File: src/rtl/hwpe_sm_buffer_pkg.sv
// Shared types and constants for the HWPE TCDM decoupling buffer.
// tcdm_req_t describes one queued request at the default widths; the
// buffer itself packs entries in the same {type, add, be, data} order so
// that the struct can be overlaid on a FIFO entry when widths match.
package hwpe_sm_buffer_pkg;

  localparam int unsigned REQ_ADDR_W = 32;
  localparam int unsigned REQ_DATA_W = 32;
  localparam int unsigned REQ_BE_W   = REQ_DATA_W / 8;

  // Controller tcdm_type encoding
  localparam logic TYPE_WRITE = 1'b1;
  localparam logic TYPE_READ  = 1'b0;

  typedef struct packed {
    logic                  req_type;
    logic [REQ_ADDR_W-1:0] add;
    logic [REQ_BE_W-1:0]   be;
    logic [REQ_DATA_W-1:0] data;
  } tcdm_req_t;

endpackage

File: src/rtl/hwpe_sm_fifo.sv
// Generic synchronous FIFO with a combinational head output.
// Ports:
//   clk, rst       clock, asynchronous active-high reset
//   clear_i        synchronous flush (pointers return to 0 next cycle)
//   push_i/data_i  write side; ignored while full or clearing
//   pop_i          read side; ignored while empty or clearing
//   data_o         current head entry (undefined while empty)
//   full_o/empty_o occupancy status
module hwpe_sm_fifo #(
  parameter int unsigned WIDTH = 8,
  parameter int unsigned DEPTH = 4
) (
  input  logic             clk,
  input  logic             rst,
  input  logic             clear_i,
  input  logic             push_i,
  input  logic [WIDTH-1:0] data_i,
  input  logic             pop_i,
  output logic [WIDTH-1:0] data_o,
  output logic             full_o,
  output logic             empty_o
);

  localparam int unsigned IDX_W = $clog2(DEPTH);
  localparam logic [IDX_W:0] PTR_ONE = (IDX_W+1)'(1);

  // Pointers carry one extra wrap bit to tell full from empty.
  logic [IDX_W:0]   wr_ptr_q, wr_ptr_d;
  logic [IDX_W:0]   rd_ptr_q, rd_ptr_d;
  logic [WIDTH-1:0] mem_q [DEPTH];
  logic             do_push, do_pop;

  assign empty_o = (wr_ptr_q == rd_ptr_q);
  assign full_o  = (wr_ptr_q[IDX_W-1:0] == rd_ptr_q[IDX_W-1:0]) &&
                   (wr_ptr_q[IDX_W] != rd_ptr_q[IDX_W]);

  assign do_push = push_i & ~full_o  & ~clear_i;
  assign do_pop  = pop_i  & ~empty_o & ~clear_i;

  always_comb begin
    wr_ptr_d = wr_ptr_q;
    rd_ptr_d = rd_ptr_q;
    if (clear_i) begin
      wr_ptr_d = '0;
      rd_ptr_d = '0;
    end else begin
      if (do_push) wr_ptr_d = wr_ptr_q + PTR_ONE;
      if (do_pop)  rd_ptr_d = rd_ptr_q + PTR_ONE;
    end
  end

  always_ff @(posedge clk or posedge rst) begin
    if (rst) begin
      wr_ptr_q <= '0;
      rd_ptr_q <= '0;
    end else begin
      wr_ptr_q <= wr_ptr_d;
      rd_ptr_q <= rd_ptr_d;
    end
  end

  // Storage is not reset; only the pointers define what is valid.
  for (genvar gi = 0; gi < DEPTH; gi++) begin : g_entry
    always_ff @(posedge clk) begin
      if (do_push && (wr_ptr_q[IDX_W-1:0] == IDX_W'(gi))) begin
        mem_q[gi] <= data_i;
      end
    end
  end

  assign data_o = mem_q[rd_ptr_q[IDX_W-1:0]];

endmodule

File: src/rtl/hwpe_sm_tcdm_buffer.sv
// Decoupling buffer between an HWPE controller TCDM master port and the
// cluster log-interconnect. Requests are queued in a FIFO (no bypass),
// reads in flight are capped at MAX_OUTSTANDING, read responses are
// forwarded through one register stage in order.
// Ports:
//   clk, rst                 clock, asynchronous active-high reset
//   clear_i                  flush queued requests and the error flag
//   in_*                     controller side (req/gnt/add/type/be/data, r_data/r_valid)
//   out_*                    interconnect side (req/gnt/add/type/be/data, r_data/r_valid)
//   idle_o                   nothing queued and no reads awaiting a response
//   err_o                    sticky: a response arrived with no read outstanding
module hwpe_sm_tcdm_buffer
  import hwpe_sm_buffer_pkg::*;
#(
  parameter int unsigned ADDR_WIDTH      = 32,
  parameter int unsigned DATA_WIDTH      = 32,
  parameter int unsigned BE_WIDTH        = DATA_WIDTH / 8,
  parameter int unsigned FIFO_DEPTH      = 4,
  parameter int unsigned MAX_OUTSTANDING = 4
) (
  input  logic                  clk,
  input  logic                  rst,
  input  logic                  clear_i,
  input  logic                  in_req_i,
  output logic                  in_gnt_o,
  input  logic [ADDR_WIDTH-1:0] in_add_i,
  input  logic                  in_type_i,
  input  logic [BE_WIDTH-1:0]   in_be_i,
  input  logic [DATA_WIDTH-1:0] in_data_i,
  output logic [DATA_WIDTH-1:0] in_r_data_o,
  output logic                  in_r_valid_o,
  output logic                  out_req_o,
  input  logic                  out_gnt_i,
  output logic [ADDR_WIDTH-1:0] out_add_o,
  output logic                  out_type_o,
  output logic [BE_WIDTH-1:0]   out_be_o,
  output logic [DATA_WIDTH-1:0] out_data_o,
  input  logic [DATA_WIDTH-1:0] out_r_data_i,
  input  logic                  out_r_valid_i,
  output logic                  idle_o,
  output logic                  err_o
);

  localparam int unsigned ENTRY_W = 1 + ADDR_WIDTH + BE_WIDTH + DATA_WIDTH;
  localparam int unsigned CNT_W   = $clog2(MAX_OUTSTANDING + 1);
  localparam logic [CNT_W-1:0] CNT_ONE = CNT_W'(1);
  localparam logic [CNT_W-1:0] CNT_MAX = CNT_W'(MAX_OUTSTANDING);

  logic [ENTRY_W-1:0]    push_entry, head_entry;
  logic                  fifo_full, fifo_empty;
  logic                  push, pop, head_is_write, rd_issue, rd_slot_free;
  logic [CNT_W-1:0]      rd_cnt_q, rd_cnt_d;
  logic                  err_q, err_d;
  logic                  r_valid_q;
  logic [DATA_WIDTH-1:0] r_data_q;

  assign push_entry = {in_type_i, in_add_i, in_be_i, in_data_i};
  assign {out_type_o, out_add_o, out_be_o, out_data_o} = head_entry;

  assign in_gnt_o = ~fifo_full & ~clear_i;
  assign push     = in_req_i & in_gnt_o;

  // Writes never wait on the read cap; reads stall at the head until a
  // response frees a slot, which also blocks younger writes (in order).
  assign head_is_write = (out_type_o == TYPE_WRITE);
  assign rd_slot_free  = (rd_cnt_q < CNT_MAX);
  assign out_req_o     = ~fifo_empty & ~clear_i & (head_is_write | rd_slot_free);
  assign pop           = out_req_o & out_gnt_i;
  assign rd_issue      = pop & ~head_is_write;

  hwpe_sm_fifo #(
    .WIDTH (ENTRY_W),
    .DEPTH (FIFO_DEPTH)
  ) i_fifo (
    .clk     (clk),
    .rst     (rst),
    .clear_i (clear_i),
    .push_i  (push),
    .data_i  (push_entry),
    .pop_i   (pop),
    .data_o  (head_entry),
    .full_o  (fifo_full),
    .empty_o (fifo_empty)
  );

  // Outstanding-read counter and error flag. clear_i leaves the counter
  // alone so reads already in flight are still accounted for.
  always_comb begin
    rd_cnt_d = rd_cnt_q;
    err_d    = err_q;
    if (out_r_valid_i && (rd_cnt_q == '0)) begin
      // Spurious response: counter saturates at zero.
      err_d = 1'b1;
    end else if (rd_issue && !out_r_valid_i) begin
      rd_cnt_d = rd_cnt_q + CNT_ONE;
    end else if (!rd_issue && out_r_valid_i) begin
      rd_cnt_d = rd_cnt_q - CNT_ONE;
    end
    if (clear_i) err_d = 1'b0;
  end

  always_ff @(posedge clk or posedge rst) begin
    if (rst) begin
      rd_cnt_q  <= '0;
      err_q     <= 1'b0;
      r_valid_q <= 1'b0;
      r_data_q  <= '0;
    end else begin
      rd_cnt_q  <= rd_cnt_d;
      err_q     <= err_d;
      r_valid_q <= out_r_valid_i;
      if (out_r_valid_i) r_data_q <= out_r_data_i;
    end
  end

  assign in_r_valid_o = r_valid_q;
  assign in_r_data_o  = r_data_q;
  assign idle_o       = fifo_empty & (rd_cnt_q == '0);
  assign err_o        = err_q;

endmodule

File: config.mk
export PLATFORM = sky130hd
export DESIGN_NAME = hwpe_sm_tcdm_buffer
export DESIGN_NICKNAME = d
export VERILOG_FILES = /design/src/rtl/hwpe_sm_buffer_pkg.sv /design/src/rtl/hwpe_sm_fifo.sv /design/src/rtl/hwpe_sm_tcdm_buffer.sv
export SDC_FILE = /design/constraint.sdc
export NUM_CORES = 1
export LEC_CHECK = 0
export BUFFER_PORTS_ARGS = -buffer_cell sky130_fd_sc_hd__buf_4
export CAP_MARGIN = 30
export CORE_ASPECT_RATIO = 1.1
export CORE_MARGIN = 2
export CORE_UTILIZATION = 25
export CTS_BUF_LIST = sky130_fd_sc_hd__clkbuf_16
export DETAILED_ROUTE_END_ITERATION = 8
export GPL_ROUTABILITY_DRIVEN = 0
export SLEW_MARGIN = 20
export SYNTH_ARGS = -nofsm -noshare
export SYNTH_HDL_FRONTEND = slang
export SYNTH_SLANG_ARGS = --single-unit
File: constraint.sdc
create_clock -name clk -period 10.25 [get_ports clk]
set_input_delay 0 -clock clk [delete_from_list [all_inputs] [get_ports clk]]
set_output_delay 0 -clock clk [all_outputs]
set_load 0.05 [all_outputs]
Yosys cells after proc, flatten, opt, wreduce, memory -nomap -nowiden --
Memories as Yosys holds them, arrays and structs flattened. Index checks and enable logic that the tools add are counted.
Word-level totals: bits in registers 43, bits in writable memories 276, input port bits 107, output and inout bits 106, memories 1
Cells by class: $add $sub $neg 4, order comparisons 1, equal/unequal tests 6, muxes and demuxes 25, bitwise operators 17, reductions and logical operators 20
Memory list:
- i_fifo.mem_q | depth 4, bits a word 69, read ports 1, clocked after memory_dff 0, wr ports 1, RTL line hwpe_sm_fifo.sv:30 | logic [WIDTH-1:0] mem_q [DEPTH];
Operators with widths (number):
- 69-bit 2-to-1 mux | 3
- 69-bit OR reduction | 3
- 3-bit 2-to-1 mux | 6
- 1-bit 2-to-1 mux | 13
- 1-bit AND | 11
- 3-bit by 1-bit adder with 3-bit output (second input constant) | 3
- 1-bit logical AND | 8
- 2-bit nonzero test | 4
- 2-bit 2-to-1 mux | 3
- 1-bit inverter | 5
- 2-bit equality test (second input constant) | 2
- 3-bit equality test | 1
- 3-bit zero test | 1
- 3-bit < comparator (second input constant) | 1
- 3-bit by 1-bit subtractor with 3-bit output (second input constant) | 1
- 2-bit by 1-bit equality test with 1-bit output (second input constant) | 1
- 2-bit equality test | 1
- 1-bit zero test | 2
- 2-bit zero test | 1
- 2-bit AND reduction | 1
- 1-bit inequality test | 1
- 1-bit bitwise OR | 1

Depth between registers and ports, before layout --
Gate-level depths: netlist of run 1.
depth in word-level cells 14, depth in mapped cells 12, gate-level depth less buffers 11

Modules after synthesis --
From an unflattened synthesis of run 1, not the netlist that was laid out.
Unflattened totals: cell total of the unflattened synthesis 523, area total of the unflattened synthesis 11954.0 um^2
Modules (own cells, without submodules):
- hwpe_sm_fifo | instances 1, cells an instance 424, area each 10473.8 um^2
- hwpe_sm_tcdm_buffer | instances 1, cells an instance 99, area each 1480.2 um^2

Worst setup path after synthesis of run 1 --
OpenSTA, ideal clock, no wires.
kind register to register, from register i_fifo.rd_ptr_q[1], to memory i_fifo.mem_q[0][0] (netlist name), enable pin, library setup time 0.595 ns, data arrival time 5.996 ns, slack 3.659 ns, stages on the path, launching flop included 5, path buffers 1, cell sequence dfrtp_1 > buf_2 > xor2_1 > o31ai_1 > nor3b_1
Between the ends: cells in the longest elaborated chain, start to end 14, elaborated cells on any way between the ends 28, those cells by class 1 x eq/ne; 14 x mux; 5 x bitwise; 8 x reduce/logical
RTL lines:
- start: declaration | RTL line hwpe_sm_fifo.sv:29 | logic [IDX_W:0] rd_ptr_q, rd_ptr_d;
- start signal: assignment | RTL line hwpe_sm_fifo.sv:58 | rd_ptr_q <= rd_ptr_d;
- 2-bit equality test * | RTL line hwpe_sm_fifo.sv:34 | assign full_o = (wr_ptr_q[IDX_W-1:0] == rd_ptr_q[IDX_W-1:0]) &&
- 1-bit logical AND * | RTL line hwpe_sm_fifo.sv:34
- 1-bit inverter * | RTL line hwpe_sm_fifo.sv:37, hwpe_sm_tcdm_buffer.sv:60
- 1-bit AND | RTL line hwpe_sm_tcdm_buffer.sv:60 | assign in_gnt_o = ~fifo_full & ~clear_i;
- 1-bit AND | RTL line hwpe_sm_tcdm_buffer.sv:61 | assign push = in_req_i & in_gnt_o;
- 1-bit AND * (2 in a row) | RTL line hwpe_sm_fifo.sv:37 | assign do_push = push_i & ~full_o & ~clear_i;
- 1-bit logical AND | RTL line hwpe_sm_fifo.sv:65 | if (do_push && (wr_ptr_q[IDX_W-1:0] == IDX_W'(gi))) begin
- 1-bit 2-to-1 mux | RTL line hwpe_sm_fifo.sv:65
- 1-bit 2-to-1 mux (implied by the code) | RTL line hwpe_sm_fifo.sv:66 | mem_q[gi] <= data_i;
- 69-bit OR reduction (no source line)
- 2-bit 2-to-1 mux (no source line) or 1-bit 2-to-1 mux (tied branches) (3 in a row)
- end: declaration | RTL line hwpe_sm_fifo.sv:30
Mark *: on every way between the ends. The rest lies on a longest branch, timed or not.

Final worst setup path of run 1 --
from register i_fifo.rd_ptr_q[1], to register rd_cnt_q[2]
Between the ends: cells in the longest elaborated chain, start to end 10, elaborated cells on any way between the ends 15, those cells by class 1 x eq/ne; 1 x mux; 7 x bitwise; 5 x reduce/logical; 1 x memory
RTL lines:
- parallel branches: the longest is 5 deep, another holds memory read 4 x 69 bit
- 1-bit AND * | RTL line hwpe_sm_tcdm_buffer.sv:69 | assign rd_issue = pop & ~head_is_write;
- 1-bit zero test | RTL line hwpe_sm_tcdm_buffer.sv:96 | end else if (!rd_issue && out_r_valid_i) begin
- 1-bit logical AND | RTL line hwpe_sm_tcdm_buffer.sv:96
- 2-bit nonzero test (no source line)
- 2-bit AND reduction (no source line)
- end signal: assignment | RTL line hwpe_sm_tcdm_buffer.sv:109 | rd_cnt_q <= rd_cnt_d;
- end: declaration | RTL line hwpe_sm_tcdm_buffer.sv:52 | logic [CNT_W-1:0] rd_cnt_q, rd_cnt_d;
Every way passes the cells marked *. A chain may end at the register's enable or synchronous reset.

==> results.sh, run 1 <==
export IMPL_status="finished, final reports clean"
export IMPL_rows=83
export IMPL_vias_per_cell=4.18
export IMPL_drv_cap=0
export IMPL_cts_sinks=319
export IMPL_fillerInstances=4345
export IMPL_gr_usage_all_layers_pct=10.7
export IMPL_crit_path_max_incr_delay_ns=0.78
export IMPL_finalSetupTns_ns=0
export IMPL_overflow=0
export IMPL_die_area_mm2=0.0490
export IMPL_antenna_left=0
export IMPL_drv_slew=0
export IMPL_reg2regPathDepth=12
export IMPL_drive_above_1_share_pct=43.6
export IMPL_cts_made_buffers=36
export IMPL_async_reset_ff_share_pct=13.5
export IMPL_grt_pass1_wl_um=39200
export IMPL_path_max_fanout=40
export IMPL_drt_initial_drc_count=334
export IMPL_critPathLaunchType="flip-flop"
export IMPL_grt_max_degree=44
export IMPL_stdcell_count=1477
export IMPL_clockBufferDepth=3
export IMPL_drc=0
export IMPL_hold_path_class="in -> async"
export IMPL_place_inst=1296
export IMPL_design_area_mm2=0.0165
export IMPL_required_ns=10.70
export IMPL_netlist_top_cells_area="edfxtp_1 (70%), mux4_2 (13%), dfrtp_1 (9.1%), mux2_2 (3.0%), ha_1 (0.64%)"
export IMPL_die_width_um=211
export IMPL_syn_nets=615
export IMPL_dp_hpwl_um=14900
export IMPL_ir_worst_vdd_mv=0.168
export IMPL_crit_family="flip-flops"
export IMPL_path_class="reg -> reg"
export IMPL_nets=972
export IMPL_slowest_stage="dfrtp_4"
export IMPL_dpl_cell_area_mm2=0.0142
export IMPL_synthFlopType="edfxtp_1"
export IMPL_fmax_ghz=0.281
export IMPL_clkLatencyLatePin_ns=0.53
export IMPL_setup_viol=0
export IMPL_cp_cell_sequence="buf_4 > mux4_2 > or2_1 > and3_4 > nor3b_1 > ha_1 > inv_1 > fa_1 > xor2_1 > nor2_1 > o31ai_1 > o21ai_0"
export IMPL_synthToLayoutAreaGrowth_pct=39.8
export IMPL_ioPinCount=213
export IMPL_end_kind="flip-flop"
export IMPL_r2r_end="rd_cnt_q[2]"
export IMPL_root_buffer="clkbuf_16"
export IMPL_start_util_pct=25.3
export IMPL_io_buffer_count=212
export IMPL_cts_clk_slew_worst_paths_ns=0.06
export IMPL_core_area_mm2=0.0466
export IMPL_min_period_ns=3.55
export IMPL_wire_per_inst_um=17.9
export IMPL_first_global_vias=6691
export IMPL_finalHoldViolCount=0
export IMPL_worstPathArrival_ns=4.00
export IMPL_via_count=6177
export IMPL_synth_edf_count=276
export IMPL_syn_avg_cell_area_um2=23.6
export IMPL_cts_htree_levels=2
export IMPL_p_leak_uw=0.00588
export IMPL_rsz0062_at_grt="false"
export IMPL_yosys_area_top_type="edfxtp_1"
export IMPL_drt_wl_total_um=26400
export IMPL_cts_tree="done"
export IMPL_fp_dieH_um=232
export IMPL_maxSlewHeadroom_pct=53.1
export IMPL_syn_inst=501
export IMPL_report_power_total_uw=3520
export IMPL_worstMarginPinSlew_ns=0.704
export IMPL_ys_seq_elements=319
export IMPL_cp_num_buf_inv=2
export IMPL_synth_yosys_warnings=0
export IMPL_antenna_found_initial=2
export IMPL_final_common_cell="edfxtp_1"
export IMPL_synthDistinctLibCells=34
export IMPL_skew_ns=0.00881
export IMPL_mostFrequentLayoutCells="edfxtp_1 (276), buf_4 (220), dlygate4sd3_1 (119)"
export IMPL_powerDensity_mw_per_mm2=213
export IMPL_synth_top_area_share_pct=70.1
export IMPL_seq_area_frac_synth_pct=79.2
export IMPL_drt_pass1_iterations=4
export IMPL_reg2reg_setup_slack_ns=6.70
export IMPL_synth_area_mm2=0.0118
export IMPL_post_route_period_util_pct=34.7
export IMPL_r2r_start="i_fifo.rd_ptr_q[1]"
[per-layer routing]
metal | vias up | routed length [um] | track usage [%]
li1 | 2784 | - | -
met1 | 3135 | 11700 | 14.0
met2 | 214 | 12200 | 16.8
met3 | 42 | 1920 | 3.52
met4 | 2 | 582 | 3.46
met5 | - | 13 | 0
[state kept, by name, indices dropped and copies added, names as in the netlist]
| signal | flops |
|---|---|
| in_r_data_o | 32 |
| in_r_valid_o | 1 |
| err_o | 1 |
| i_fifo.wr_ptr_q | 3 |
| i_fifo.rd_ptr_q | 3 |
| i_fifo.mem_q | 276 |
| rd_cnt_q | 3 |
[worst reg2reg max path, delay by kind of cell, from the launching register on]
family                   cells  cell delay, ns
adder cells (fa/ha/maj)      2            0.59
AO/OA/AOI/OAI                2            0.20
flip-flops                   1            0.78
buffers and inverters        2            0.67
multiplexers                 1            0.42
XOR/XNOR                     1            0.16
AND/OR/NAND/NOR              4            0.65
[Yosys cell counts (all sizes together), types with 2 or more instances]
cell type,number
inv,7
and3,4
buf,13
a31oi,2
mux2i,2
edfxtp,276
nor3b,2
nand2b,2
o31ai,2
nor2b,2
dfrtp,43
clkbuf,8
ha,6
mux4,69
o21ai,2
mux2,34
nor2,10
xnor2,2
xor2,4
[layout make-up]
cell class	count	area [um^2]	share of cell area, %
flip-flops and latches	319	9370	56.7
clock inverters	24	224	1.36
clock buffers	37	926	5.61
inverters	7	26.3	0.159
multi-input cells	154	2350	14.2
repair buffers	340	2870	17.4
diodes	1	2.50	0.0152
well taps	595	744	4.51
[worst max path at each step]
stage,cells past startpoint,start,slack [ns],endpoint
2_1_floorplan,4,i_fifo.rd_ptr_q[1],3.66,i_fifo.mem_q[0][0]
3_3_place_gp,12,i_fifo.rd_ptr_q[1],6.66,rd_cnt_q[2]
3_5_place_dp,12,i_fifo.rd_ptr_q[1],6.63,rd_cnt_q[2]
4_1_cts,12,i_fifo.rd_ptr_q[1],6.62,rd_cnt_q[2]
5_1_grt,11,i_fifo.rd_ptr_q[1],6.37,rd_cnt_q[2]
6_report,12,i_fifo.rd_ptr_q[1],6.70,rd_cnt_q[2]
[report_power, final]
group	switching, uW	internal, uW	total, uW
clock	506	755	1260
combinational	448	292	741
sequential	43.7	1470	1510
total	998	2520	3520
[cells by family (layout without fill, tap and decap cells)]
group	Yosys count	in the layout	share of synthesized area, %
flip-flops	319	319	79.2
multiplexers	105	105	16.6
buffers and inverters	28	408	1.03
AND/OR/NAND/NOR	26	26	1.26
AO/OA/AOI/OAI	10	10	0.593
adder cells (fa/ha/maj)	7	7	0.805
XOR/XNOR	6	6	0.445
other	0	1	0
[repair_timing]
action | CTS | global route
hold buffers | 119 | 0
resized for setup | 0 | 0
buffers inserted | 0 | 0
endpoints found under the hold margin | 359 | 0
[metrics by stage]
| stage | setup slack, ns | utilization (%) | hold WS, ns |
|---|---|---|---|
| after detailed placement | 6.63 | 30.4 | 0.191 |
| after floorplan | 3.66 | - | 0.0314 |
| final | 6.70 | 35.4 | 0.190 |
| after CTS | 6.62 | 35.4 | 0.159 |
| after global placement | 6.66 | 30.3 | 0.184 |
| after global routing | 6.37 | 35.4 | 0.186 |
(Power assumes the default switching activity.)
==> inputs of run 2 (changes only) <==
==> constraint.sdc (replaced) <==
create_clock -name clk -period 3.3 [get_ports clk]
set_input_delay 0 -clock clk [delete_from_list [all_inputs] [get_ports clk]]
set_output_delay 0 -clock clk [all_outputs]
set_load 0.05 [all_outputs]
==> results.sh, run 2 (synthesis gave the netlist of run 1 again) <==
export IMPL_status="finished, final reports clean"
export IMPL_io_buffer_count=212
export IMPL_die_area_mm2=0.0490
export IMPL_antenna_left=0
export IMPL_finish_utilization_pct=36.0
export IMPL_crit_path_max_incr_delay_ns=0.60
export IMPL_finalSetupTns_ns=0
export IMPL_end_kind="output pin"
export IMPL_path_class="reg -> out"
export IMPL_drt_initial_drc_count=299
export IMPL_root_buffer="clkbuf_16"
export IMPL_p_clk_share_pct=35.9
export IMPL_fmax_ghz=0.360
export IMPL_drv_slew=0
export IMPL_finalHoldViolCount=0
export IMPL_rows=83
export IMPL_rsz0062_at_grt="false"
export IMPL_ir_worst_vdd_mv=0.651
export IMPL_switching_share_pct=28.4
export IMPL_required_ns=3.30
export IMPL_critPathLaunchType="flip-flop"
export IMPL_powerDensity_mw_per_mm2=654
export IMPL_dp_hpwl_um=15500
export IMPL_cp_cell_sequence="buf_4 > buf_4 > mux4_2 > buf_4"
export IMPL_crit_family="buffers and inverters"
export IMPL_start_util_pct=25.3
export IMPL_drt_wl_total_um=26500
export IMPL_drv_cap=0
export IMPL_path_max_fanout=26
export IMPL_drt_pass1_iterations=4
export IMPL_clockBufferDepth=3
export IMPL_vias_per_cell=4.18
export IMPL_skew_ns=0.0157
export IMPL_p_int_uw=7850
export IMPL_core_area_mm2=0.0466
export IMPL_mostFrequentLayoutCells="edfxtp_1 (276), buf_4 (222), dlygate4sd3_1 (134)"
export IMPL_crit_path_frequent_cell="buf_4"
export IMPL_via_count=6271
export IMPL_worstMarginPinSlew_ns=0.771
export IMPL_drc=0
export IMPL_post_route_period_util_pct=84.1
export IMPL_cts_htree_levels=2
export IMPL_power_frac_seq_pct=42.3
export IMPL_slowest_stage="mux4_2"
export IMPL_nets=994
export IMPL_hold_path_class="in -> async"
export IMPL_ioPinCount=213
export IMPL_cts_clk_slew_worst_paths_ns=0.06
export IMPL_maxSlewHeadroom_pct=48.6
export IMPL_clkLatencyLatePin_ns=0.54
export IMPL_p_leak_uw=0.00599
export IMPL_cts_tree="done"
export IMPL_p_comb_share_pct=21.7
export IMPL_antenna_found_initial=3
export IMPL_power_switching_uw=3120
export IMPL_whs_ns=0.0301
export IMPL_regMostFlops="i_fifo.mem_q"
export IMPL_ctsResizeCount=0
export IMPL_cp_num_buf_inv=3
export IMPL_wire_per_inst_um=17.6
export IMPL_setup_viol=0
export IMPL_largest_reg_flops=276
export IMPL_fillerInstances=4240
export IMPL_die_width_um=211
export IMPL_min_period_ns=2.78
export IMPL_fp_dieH_um=232
export IMPL_overflow=0
export IMPL_cts_sinks=319
export IMPL_cts_made_buffers=36
export IMPL_final_common_cell="edfxtp_1"
export IMPL_gr_usage_all_layers_pct=10.8
export IMPL_worstPathArrival_ns=2.78
export IMPL_grt_max_degree=46
export IMPL_drive_above_1_share_pct=42.9
export IMPL_synthToLayoutAreaGrowth_pct=42.0
export IMPL_first_global_vias=6791
export IMPL_grt_pass1_wl_um=39800
-- run 2: through the flow --
step                      setup WS, ns  power, uW  cell area [um^2]  cells
after floorplan                  0.105       6270             11800    501
after global placement           0.727       6970             14300   1302
after detailed placement         0.687       6990             14300   1302
after CTS                        0.347      11200             16800   1500
after global routing             0.290      11400             16800   1502
final                            0.525      11000             16800   1502
-- run 2: worst min-delay path, cell delays in order --
cell and delay (ns):
dlygate4sd3_1 0.54, buf_4 0.13, inv_1 0.32
-- run 2: metal layers --
layer	part of all wire [%]	GRT usage [%]	vias to the layer above
met5	0.10	0	-
met4	2.5	4.29	4
met3	7.5	3.73	44
met2	49	18.1	186
met1	41	12.7	3204
li1	-	-	2833
-- run 2: final timing paths --
check                           slack (ns)          startpoint                   to  cells after the start
worst max-delay path                  0.52  i_fifo.rd_ptr_q[0]        out_data_o[8]                      4
max in group asynchronous             2.46                 rst       in_r_data_o[9]                      5
min in group clk                      0.20       in_data_i[10]  i_fifo.mem_q[1][10]                      2
worst min-delay path                  0.03                 rst      in_r_data_o[26]                      3
worst max register to register        0.66  i_fifo.rd_ptr_q[0]          rd_cnt_q[2]                     11
worst min register to register        0.51      in_r_data_o[0]       in_r_data_o[0]                      1
-- run 2: layout make-up --
class	count	area (um^2)	share of cell area (%)
inverter	7	26.3	0.157
tap	595	744	4.44
sequential	319	9370	55.8
clock inverter	27	236	1.41
clock buffer	37	926	5.52
multi-input combinational	154	2360	14.0
timing repair buffer	362	3120	18.6
antenna	1	2.50	0.0149
-- run 2: timing repair --
item,in CTS,in global routing
setup endpoints to repair,0,0
buffers inserted,0,0
hold buffers,134,0
hold endpoints to repair,358,0
-- run 2: power groups by stage --
stage                     clock, uW  sequential [uW]  combinational [uW]
after floorplan                   0             4860                1410
after global placement            0             4720                2250
after detailed placement          0             4730                2260
after CTS                      4100             4640                2430
after global routing           4250             4660                2530
final                          3940             4640                2390
==> inputs of run 3 (changes only) <==
--- a/config.mk
+++ b/config.mk
@@ -5,6 +5,7 @@
 export SDC_FILE = /design/constraint.sdc
 export NUM_CORES = 1
 export LEC_CHECK = 0
+export ABC_AREA = 1
 export BUFFER_PORTS_ARGS = -buffer_cell sky130_fd_sc_hd__buf_4
 export CAP_MARGIN = 30
 export CORE_ASPECT_RATIO = 1.1
==> constraint.sdc (replaced) <==
create_clock -name clk -period 2.6 [get_ports clk]
set_input_delay 0 -clock clk [delete_from_list [all_inputs] [get_ports clk]]
set_output_delay 0 -clock clk [all_outputs]
set_load 0.05 [all_outputs]
==> results.sh, run 3 <==
export IMPL_gr_usage_all_layers_pct=11.9
export IMPL_drt_initial_drc_count=493
export IMPL_grt_max_degree=91
export IMPL_synth_top_cells_by_count="edfxtp_1 (276), nor2_1 (142), o21ai_0 (130)"
export IMPL_syn_nets=1018
export IMPL_drc=0
export IMPL_setup_viol=0
export IMPL_netlist_top_cells_area="edfxtp_1 (69%), dfrtp_1 (8.9%), o21ai_0 (5.4%), nor2_1 (4.4%), nand2_1 (4.0%)"
export IMPL_drv_slew=0
export IMPL_ir_worst_vdd_mv=0.526
export IMPL_path_class="reg -> out"
export IMPL_setup_ws_ns=0.235
export IMPL_rsz0062_at_grt="false"
export IMPL_drive_above_1_share_pct=23.2
export IMPL_drt_wl_total_um=30900
export IMPL_antenna_found_initial=5
export IMPL_required_ns=2.60
export IMPL_place_ws_ns=0.348
export IMPL_core_area_mm2=0.0478
export IMPL_worstPathArrival_ns=2.37
export IMPL_wire_per_inst_um=15.9
export IMPL_powerDensity_mw_per_mm2=744
export IMPL_crit_path_max_incr_delay_ns=0.52
export IMPL_status="finished, final reports clean"
export IMPL_regMostFlops="i_fifo.mem_q"
export IMPL_nets=1376
export IMPL_vias_per_cell=4.30
export IMPL_cts_tree="done"
export IMPL_cts_clk_slew_worst_paths_ns=0.06
export IMPL_fillerInstances=4489
export IMPL_first_global_vias=8418
export IMPL_critPathLaunchType="flip-flop"
export IMPL_synth_area_mm2=0.0121
export IMPL_synth_fa_ha_area_share_pct=0.787
export IMPL_finish_utilization_pct=35.6
export IMPL_drt_pass1_iterations=6
export IMPL_end_kind="output pin"
export IMPL_final_common_cell="edfxtp_1"
export IMPL_largest_reg_flops=276
export IMPL_report_power_total_uw=12700
export IMPL_io_buffer_count=212
export IMPL_p_leak_uw=0.00644
export IMPL_synth_compound_area_share_pct=9.35
export IMPL_synthFlopType="edfxtp_1"
export IMPL_root_buffer="clkbuf_16"
export IMPL_synth_edf_count=276
export IMPL_finalHoldViolCount=0
export IMPL_min_period_ns=2.37
export IMPL_synthToLayoutAreaGrowth_pct=41.0
export IMPL_synthSimpleGateAreaFrac_pct=9.55
export IMPL_post_route_period_util_pct=91.0
export IMPL_syn_inst=904
export IMPL_grt_pass1_wl_um=46400
export IMPL_mostFrequentLayoutCells="edfxtp_1 (276), buf_4 (225), dlygate4sd3_1 (140)"
export IMPL_path_max_fanout=90
export IMPL_seq_area_frac_synth_pct=77.5
export IMPL_clkLatencyLatePin_ns=0.53
export IMPL_slowest_stage="dfrtp_4"
export IMPL_cts_htree_levels=2
export IMPL_fp_dieH_um=235
export IMPL_dp_hpwl_um=17500
export IMPL_via_count=8332
export IMPL_start_util_pct=25.3
export IMPL_synthDistinctLibCells=30
export IMPL_postCtsSetupBuffers=0
export IMPL_whs_ns=0.212
export IMPL_worstMarginPinSlew_ns=0.696
export IMPL_rows=84
export IMPL_syn_avg_cell_area_um2=13.4
export IMPL_antenna_left=0
export IMPL_maxSlewHeadroom_pct=53.6
export IMPL_synth_yosys_warnings=0
export IMPL_synthMuxAreaShare_pct=0
export IMPL_synth_top_family_by_area="simple AND/OR/NAND/NOR gates"
export IMPL_ys_seq_elements=319
export IMPL_hold_path_class="in -> reg"
export IMPL_die_area_mm2=0.0501
export IMPL_ioPinCount=213
export IMPL_overflow=0
export IMPL_async_reset_ff_share_pct=13.5
export IMPL_synth_top_area_share_pct=68.6
export IMPL_clockBufferDepth=3
export IMPL_cts_made_buffers=36
export IMPL_die_width_um=214
export IMPL_cp_cell_sequence="inv_4 > buf_6 > o21ai_0 > o22ai_1 > buf_4"
export IMPL_drv_cap=0
export IMPL_yosys_area_top_type="edfxtp_1"
export IMPL_cts_sinks=319
export IMPL_synthXorXnorAreaFrac_pct=0.290
export IMPL_skew_ns=0.0186
export IMPL_fmax_ghz=0.423
export IMPL_yosysMostFrequentCell="edfxtp_1"
==> run 3: final cells by class <==
class / instances / area, um^2 / area share [%]
Clock buffer: 37 / 926 / 5.43
Inverter: 21 / 81.3 / 0.477
Sequential cell: 319 / 9370 / 55.0
Multi-Input combinational cell: 512 / 2440 / 14.3
Tap cell: 645 / 807 / 4.73
Antenna cell: 3 / 7.51 / 0.0440
Timing Repair Buffer: 372 / 3220 / 18.9
Clock inverter: 27 / 190 / 1.12
==> run 3: power breakdown <==
group	total, uW	internal [uW]	switching (uW)
combinational	2080	695	1390
sequential	5860	5770	89.9
clock	4740	2790	1950
==> run 3: final timing paths <==
| path | cells past startpoint | from | slack, ns | to |
|---|---|---|---|---|
| max in group asynchronous | 6 | rst | 1.28 | i_fifo.wr_ptr_q[1] |
| max reg2reg | 13 | i_fifo.rd_ptr_q[0] | 0.33 | rd_cnt_q[2] |
| min reg2reg | 2 | in_r_data_o[24] | 0.47 | in_r_data_o[24] |
| min | 2 | in_add_i[23] | 0.21 | i_fifo.mem_q[2][59] |
| max | 5 | i_fifo.rd_ptr_q[0] | 0.23 | out_data_o[22] |
| min in group asynchronous | 4 | rst | 0.60 | in_r_data_o[11] |
==> run 3: cell families (layout without fill, tap and decap cells) <==
logic type / after synthesis / count (layout)
other cells: 0 / 3
simple gates: 293 / 293
flops: 319 / 319
compound gates: 208 / 208
fa+ha+maj: 7 / 7
xor+xnor: 4 / 4
buf+inv: 73 / 457
==> run 3: critical path: cells and delay by family, from the launching register on <==
| kind | cells | cell delay (ns) |
|---|---|---|
| AO/OA/AOI/OAI | 2 | 0.43 |
| flip-flops | 1 | 0.52 |
| buffers and inverters | 3 | 0.83 |
==> run 3: timing repair <==
| action | 4_1_cts | 5_1_grt |
|---|---|---|
| gates resized for setup | 1 | 1 |
| hold buffers | 140 | 0 |
| gates cloned | 0 | 0 |
| hold endpoints to repair | 344 | 0 |
| endpoints found under the setup margin | 4 | 14 |
| pin swaps | 0 | 0 |
==> run 3: per-layer routing <==
layer	wire length (um)	track usage, %	vias up
li1	-	-	3985
met1	13400	14.6	4071
met2	14500	20.0	223
met3	2270	3.98	49
met4	632	3.35	4
met5	26	0	-
==> run 3: metrics by stage <==
step                      cell area [um^2]  setup TNS, ns  std cells
after floorplan                      12100        -197.13        904
after global placement               14500              0       1728
after detailed placement             14500              0       1729
after CTS                            17000              0       1933
after global routing                 17000              0       1936
final                                17000              0       1936
